===== config.mk =====
export PLATFORM = sky130hd
export DESIGN_NAME = time_counter
export DESIGN_NICKNAME = d
export VERILOG_FILES = /design/src/rtl/time_counter.sv
export SDC_FILE = /design/constraint.sdc
export NUM_CORES = 1
export LEC_CHECK = 0
export CAP_MARGIN = 10
export CORE_MARGIN = 5
export CORE_UTILIZATION = 54
export DETAILED_ROUTE_END_ITERATION = 10
export HOLD_SLACK_MARGIN = 0.06
export PLACE_DENSITY = 0.79
export SETUP_SLACK_MARGIN = 0.2
export SYNTH_ARGS = -nofsm -noshare
export SYNTH_HDL_FRONTEND = slang
export SYNTH_SLANG_ARGS = --single-unit

===== constraint.sdc =====
create_clock -name CP -period 2.33 [get_ports CP]
set_input_delay 0.3495 -clock CP [delete_from_list [all_inputs] [get_ports CP]]
set_output_delay 0.3495 -clock CP [all_outputs]
set_load 0.02 [all_outputs]

===== src/rtl/time_counter.sv =====
// BCD 24-hour real-time clock with button-driven time setting.
// Feeds HH:MM:SS, set mode, blink and hour chime to the display driver.
module time_counter #(
    parameter int TICK_DIV = 1000
) (
    input  logic       CP,
    input  logic       nCR,
    input  logic       mode_key,
    input  logic       adj_key,
    output logic [7:0] hour,
    output logic [7:0] minute,
    output logic [7:0] second,
    output logic [1:0] set_mode,
    output logic       blink,
    output logic       hour_chime
);

    localparam int PW = $clog2(TICK_DIV);
    localparam logic [PW-1:0] LAST = PW'(TICK_DIV - 1);
    localparam logic [PW-1:0] HALF = PW'(TICK_DIV / 2);

    localparam logic [1:0] RUN   = 2'b00;
    localparam logic [1:0] SET_H = 2'b01;
    localparam logic [1:0] SET_M = 2'b10;
    localparam logic [1:0] SET_S = 2'b11;

    logic [PW-1:0] presc;
    logic [PW-1:0] presc_n;
    logic          mode_d;
    logic          adj_d;
    logic          mode_p;
    logic          adj_p;
    logic [1:0]    mode_n;
    logic [7:0]    hour_n;
    logic [7:0]    minute_n;
    logic [7:0]    second_n;
    logic          chime_n;
    logic          blink_n;

    function automatic logic [7:0] inc60(input logic [7:0] v);
        logic [7:0] r;
        if (v[3:0] == 4'd9) begin
            if (v[7:4] == 4'd5)
                r = 8'h00;
            else
                r = {v[7:4] + 4'd1, 4'd0};
        end else begin
            r = {v[7:4], v[3:0] + 4'd1};
        end
        return r;
    endfunction

    function automatic logic [7:0] inc24(input logic [7:0] v);
        logic [7:0] r;
        if (v == 8'h23)
            r = 8'h00;
        else if (v[3:0] == 4'd9)
            r = {v[7:4] + 4'd1, 4'd0};
        else
            r = {v[7:4], v[3:0] + 4'd1};
        return r;
    endfunction

    // A mode edge always wins; any adj edge in the same cycle is dropped.
    always_comb begin
        mode_n   = set_mode;
        presc_n  = presc;
        hour_n   = hour;
        minute_n = minute;
        second_n = second;
        chime_n  = 1'b0;
        if (mode_p) begin
            mode_n  = set_mode + 2'd1;
            presc_n = '0;
        end else begin
            unique case (set_mode)
                RUN: begin
                    if (presc == LAST) begin
                        presc_n  = '0;
                        second_n = inc60(second);
                        if (second == 8'h59) begin
                            minute_n = inc60(minute);
                            if (minute == 8'h59) begin
                                hour_n  = inc24(hour);
                                chime_n = 1'b1;
                            end
                        end
                    end else begin
                        presc_n = presc + PW'(1);
                    end
                end
                SET_H: begin
                    presc_n = '0;
                    if (adj_p)
                        hour_n = inc24(hour);
                end
                SET_M: begin
                    presc_n = '0;
                    if (adj_p)
                        minute_n = inc60(minute);
                end
                SET_S: begin
                    presc_n = '0;
                    if (adj_p)
                        second_n = inc60(second);
                end
                default: begin
                    presc_n = '0;
                end
            endcase
        end
        blink_n = (presc_n < HALF);
    end

    always_ff @(posedge CP) begin
        if (!nCR) begin
            presc      <= '0;
            mode_d     <= 1'b1;
            adj_d      <= 1'b1;
            mode_p     <= 1'b0;
            adj_p      <= 1'b0;
            set_mode   <= RUN;
            hour       <= 8'h00;
            minute     <= 8'h00;
            second     <= 8'h00;
            blink      <= 1'b1;
            hour_chime <= 1'b0;
        end else begin
            presc      <= presc_n;
            mode_d     <= mode_key;
            adj_d      <= adj_key;
            mode_p     <= mode_key & ~mode_d;
            adj_p      <= adj_key & ~adj_d;
            set_mode   <= mode_n;
            hour       <= hour_n;
            minute     <= minute_n;
            second     <= second_n;
            blink      <= blink_n;
            hour_chime <= chime_n;
        end
    end

endmodule


After elaboration in Yosys (flattened, before gate mapping)
Index checks and enable logic that the tools add are counted.
{"block": "totals", "reg_bits": 42, "inputBits": 4, "elab_cells": 78, "out_inout_bits": 28}
{"block": "op_classes", "bitwise": 9, "magnitude_cmp": 1, "eq_ne": 18, "n_mux": 22, "reduce_logical": 9, "add_sub_neg": 8}
{"operator": "8-bit two-way mux", "n": 15}
{"operator": "8-bit one-hot mux with 2 select lines", "n": 3}
{"operator": "4-bit by 1-bit adder with 4-bit output, second input constant", "n": 6}
{"operator": "10-bit two-way mux", "n": 2}
{"operator": "10-bit one-hot mux with 2 select lines", "n": 1}
{"operator": "8-bit by 7-bit == test with 1-bit output, second input constant", "n": 2}
{"operator": "4-bit == test, second input constant", "n": 3}
{"operator": "2-bit != test, second input constant", "n": 6}
{"operator": "10-bit by 1-bit adder with 10-bit output, second input constant", "n": 1}
{"operator": "10-bit == test, second input constant", "n": 1}
{"operator": "10-bit by 9-bit less-than comparator with 1-bit output, second input constant", "n": 1}
{"operator": "4-bit by 3-bit == test with 1-bit output, second input constant", "n": 2}
{"operator": "8-bit by 6-bit == test with 1-bit output, second input constant", "n": 1}
{"operator": "1-bit NOT", "n": 7}
{"operator": "6-bit AND reduction", "n": 1}
{"operator": "2-bit nonzero test", "n": 3}
{"operator": "5-bit AND reduction", "n": 1}
{"operator": "5-bit OR reduction", "n": 1}
{"operator": "2-bit == test, second input constant", "n": 2}
{"operator": "4-bit AND reduction", "n": 1}
{"operator": "3-bit OR reduction", "n": 1}
{"operator": "2-bit by 1-bit adder with 2-bit output, second input constant", "n": 1}
{"operator": "1-bit bitwise AND", "n": 2}
{"operator": "2-bit by 1-bit == test with 1-bit output, second input constant", "n": 1}
{"operator": "other kinds (2)", "n": 2}

Logic depth before layout (Yosys ltp)
{"block": "depth", "word_depth": 7, "depth_mapped": 8}

Worst setup path after synthesis
No wires, ideal clock.
{"block": "synth_timing", "path_type": "reg2reg", "start": "register set_mode[0]", "end": "register minute[3]", "slack_ns": 0.304, "arrival_time_ns": 1.904, "path_buffers": 0, "stages_incl_launch_ff": 8, "cell_sequence": "dfxtp_1 inv_1 ha_1 mux2i_1 nor2_1 a32oi_1 nor4_1 a311o_1"}
{"block": "synth_between", "elab_chain_cells": 3, "word_cells_on_any_way": 8}
{"element": "start, declared", "line_no": "13", "source": "output logic [1:0] set_mode,"}
{"element": "start signal, assigned", "line_no": "134", "source": "set_mode <= mode_n;"}
{"element": "2-bit == test / 2-bit zero test (equally long branches)", "line_no": "76", "source": "unique case (set_mode)"}
{"element": "2-bit != test (no line) / 2-bit nonzero test (equally long branches)"}
{"element": "5-bit AND reduction (no line)"}
{"element": "end signal, assigned", "line_no": "136", "source": "minute <= minute_n;"}
{"element": "end, declared", "line_no": "11", "source": "output logic [7:0] minute,"}
Parallel ways exist; a longest one is shown, timed or not.
A chain may end at the register's enable or synchronous reset.

Final worst setup path
{"block": "layout_timing", "start": "register presc[0]", "end": "register hour[2]"}
{"block": "layout_between", "elab_chain_cells": 3}
{"element": "start, declared", "line_no": "27", "source": "logic [PW-1:0] presc;"}
{"element": "start signal, assigned", "line_no": "129", "source": "presc <= presc_n;"}
{"element": "10-bit == test", "line_no": "78", "source": "if (presc == LAST) begin"}
{"element": "2-bit != test (no line)"}
{"element": "6-bit AND reduction (no line)"}
{"element": "end signal, assigned", "line_no": "135", "source": "hour <= hour_n;"}
{"element": "end, declared", "line_no": "10", "source": "output logic [7:0] hour,"}
No other way between the ends.

==> summary.txt <==
Status
  – Status: complete, no violations

Critical path
  – Crit. End Element: flop
  – Critical path cell sequence: ha_4, nand4bb_4, nor3_4, a41oi_4, or3_1, o41ai_1
  – R2R Path Start: presc[0]$_SDFF_PP0_
  – CP peak stage delay: 0.41 ns
  – Reg2reg end: hour[2]$_SDFFE_PN0P_
  – Crit path launch: presc[0]$_SDFF_PP0_
  – Setup slack, reg-to-reg: 0.30 ns
  – Critical path arrival: 2.23 ns
  – Worst path slowest cell: dfxtp_1
  – Req. time, crit path: 2.52 ns
  – Critical path type: reg2reg
  – Crit-path max FO: 6
  – Reg2reg path depth: 6
  – CP startpoint kind: flop

Clock tree
  – Clock latency on the worst-skew pair: 0.29 ns
  – Clock transition at path regs: 0.08 ns
  – TritonCTS clock tree: done
  – Deepest clock path buffer count: 2
  – CTS Buf Count: 5
  – Clock Sinks: 42
  – # H-tree levels: 2
  – Hold buffers post-CTS: 0
  – CTS root buf: clkbuf_8

Timing
  – TNS Setup: 0 ns
  – Slew @ Worst Pin: 0.523 ns
  – Worst Skew: 0.00240 ns
  – Final min period: 2.03 ns
  – Max_slew headroom: 0.651
  – Final setup fails: 0
  – Final period util: 0.873
  – Slew Limit Fails: 0
  – Hold Vio Cnt, Final: 0
  – Fmax: 492 MHz
  – RSZ-0062 raised after global routing: false

GRT
  – Largest net degree at the start of global routing: 23
  – First-pass GRT wire length: 7600 um
  – Total grt overflow: 0
  – Vias in the first global route: 1748
  – Initial antenna violation count: 0
  – Total GRT Usage: 0.176

Power
  – Fraction of power consumed by the clock network: 0.363
  – Share of power burned in combinational logic: 0.071
  – Sw frac: 0.234
  – Peak VDD IR: 0.287 mV
  – Total power: 1.32 mW
  – P_int: 1.01 mW
  – P per Cell Area: 468 nW/um^2
  – Leakage: 1.01 nW
  – Share of power burned in registers: 0.566
  – Switch Pwr: 0.307 mW

Floorplanning
  – Top Ports: 32
  – Die width: 74.5 um
  – Initial core utilization: 0.558
  – Cell row count: 23
  – Die Y: 74.5 um
  – Core area: 4030 sq um
  – Die area: 5550 sq um

Yosys
  – Synthesized Nets: 264
  – Post-Synthesis Cells: 250
  – Main synth FF type: dfxtp_1
  – #FFs+latches synth: 42
  – Post-synth EDFFs: 0
  – Ys Warns: 0
  – Async SR Flop Fraction: 0
  – Yosys cell types: 53
  – Sequential area share after synthesis: 0.374
  – Average cell area after synthesis: 8.99 sq um
  – Cell area after synthesis: 2250 sq um

Cells and area
  – Fin nets: 304
  – Commonest cells after routing, fill and taps aside: dfxtp_1, clkdlybuf4s50_1, nor2_1, nand2_1, inv_1
  – Design area: 2810 sq um
  – Most common cell after layout, fill and taps aside: dfxtp_1
  – Final Util: 0.698
  – Layout area overhead: 25.1%
  – N_diodes: 0
  – Layout cells sized above 1: 0.127

Placed design
  – HPWL Detailed: 3350 um
  – GP Congestion: 0.848
  – Input/output buffers: 31
  – Placed Area: 2610 sq um

Drt
  – Routed WL per cell: 14.1 um
  – Via/cell ratio: 5.63
  – Vias: 1919
  – DR DRC count: 0
  – Initial DRC count: 65
  – Drt total wl: 4790 um
  – DRT antenna net count: 0
  – Initial DRT Pass Iterations: 4

Worst hold path
  – Hold Path Depth: 1
  – Worst min-delay path category: reg2reg
  – Worst hold start: mode_d$_SDFF_PN1_
  – Hold EP: mode_p$_SDFF_PN0_

Run
  – Max Cap Violations: 0
power groups by stage:
stage	registers, mW	logic, mW	clock network (mW)
finish	0.745	0.0935	0.478
global route	0.747	0.102	0.523
global placement	0.759	0.0821	0
floorplan	0.760	0.0518	0
detailed placement	0.759	0.0839	0
CTS	0.742	0.0845	0.492
layout make-up:
cell class,instances,area (sq um)
Multi-Input combinational cell,183,1370
Fill cell,319,1220
Sequential cell,42,842
Timing Repair Buffer,40,375
Clock buffer,7,86.3
Inverter,18,67.6
Tap cell,50,62.6
Clock inverter,1,5.00
state kept, by name, summed over array words and instances (netlist names), 2 cells and up:
register and cells:
second 8, presc 10, set_mode 2, minute 8, hour 8
cells by family (layout without fill, tap and decap cells):
group | Yosys count | count (layout) | synth area share
compound gates | 46 | 46 | 0.157
xor+xnor | 13 | 13 | 0.0506
mux | 7 | 7 | 0.0312
buf+inv | 25 | 66 | 0.0451
fa+ha+maj | 10 | 10 | 0.0556
simple gates | 107 | 107 | 0.287
flops | 42 | 42 | 0.374
per-layer routing:
metal / wire length (um) / GRT usage / up-vias
met5: 0 / 0 / -
met4: 65 / 0.0652 / 0
met3: 205 / 0.0405 / 8
met2: 2290 / 0.287 / 40
met1: 2240 / 0.228 / 890
li1: - / - / 981
what timing repair did:
item                       CTS  global route
buffers inserted             0             6
cloned                       0             0
gates resized for setup      1            14
pin swaps                    0             5
setup endpoints to repair    6            15
worst max-delay path by stage:
stage / end / cells past startpoint
after floorplan: minute[3]$_SDFFE_PN0P_ / 7
after global placement: minute[3]$_SDFFE_PN0P_ / 7
after detailed placement: hour[2]$_SDFFE_PN0P_ / 7
after CTS: minute[6]$_SDFFE_PN0P_ / 7
after global routing: hour[2]$_SDFFE_PN0P_ / 6
final: hour[2]$_SDFFE_PN0P_ / 6
synth_stat cells, types with 3 or more instances:
cell      count  area (sq um)
a21oi_1      11          55.1
and2_1        3          18.8
and3_1        5          31.3
clkbuf_1      6          22.5
dfxtp_1      42           841
ha_1         10           125
inv_1        18          67.6
mux2i_1       7          70.1
nand2_1      18          67.6
nand2b_1      6          37.5
nand3_1       8          40.0
nand4_1       4          25.0
nor2_1       26          97.6
nor2b_1       4          25.0
nor3_1        3          15.0
nor4_1        4          25.0
nor4b_1       3          26.3
o211ai_1      4          30.0
o21ai_0       8          40.0
o311ai_0      3          26.3
o31ai_1       4          30.0
o41ai_1       3          26.3
or3_1         4          25.0
or4_1         4          30.0
xnor2_1       6          52.6
xor2_1        7          61.3
critical path: cells and delay by family (launching register included):
family          cells  cell delay [ns]
simple gates        3             0.89
compound gates      2             0.44
fa+ha+maj           1             0.20
flops               1             0.41
stage by stage:
stage / instances / setup WS, ns / hold WS (ns)
final: 341 / 0.296 / 0.383
after global routing: 341 / 0.201 / 0.399
after CTS: 335 / 0.185 / 0.385
after detailed placement: 327 / 0.144 / 0.374
after global placement: 327 / 0.250 / 0.372
after floorplan: 250 / 0.304 / 0.367
No activity file was read; power rests on OpenSTA's default activity.
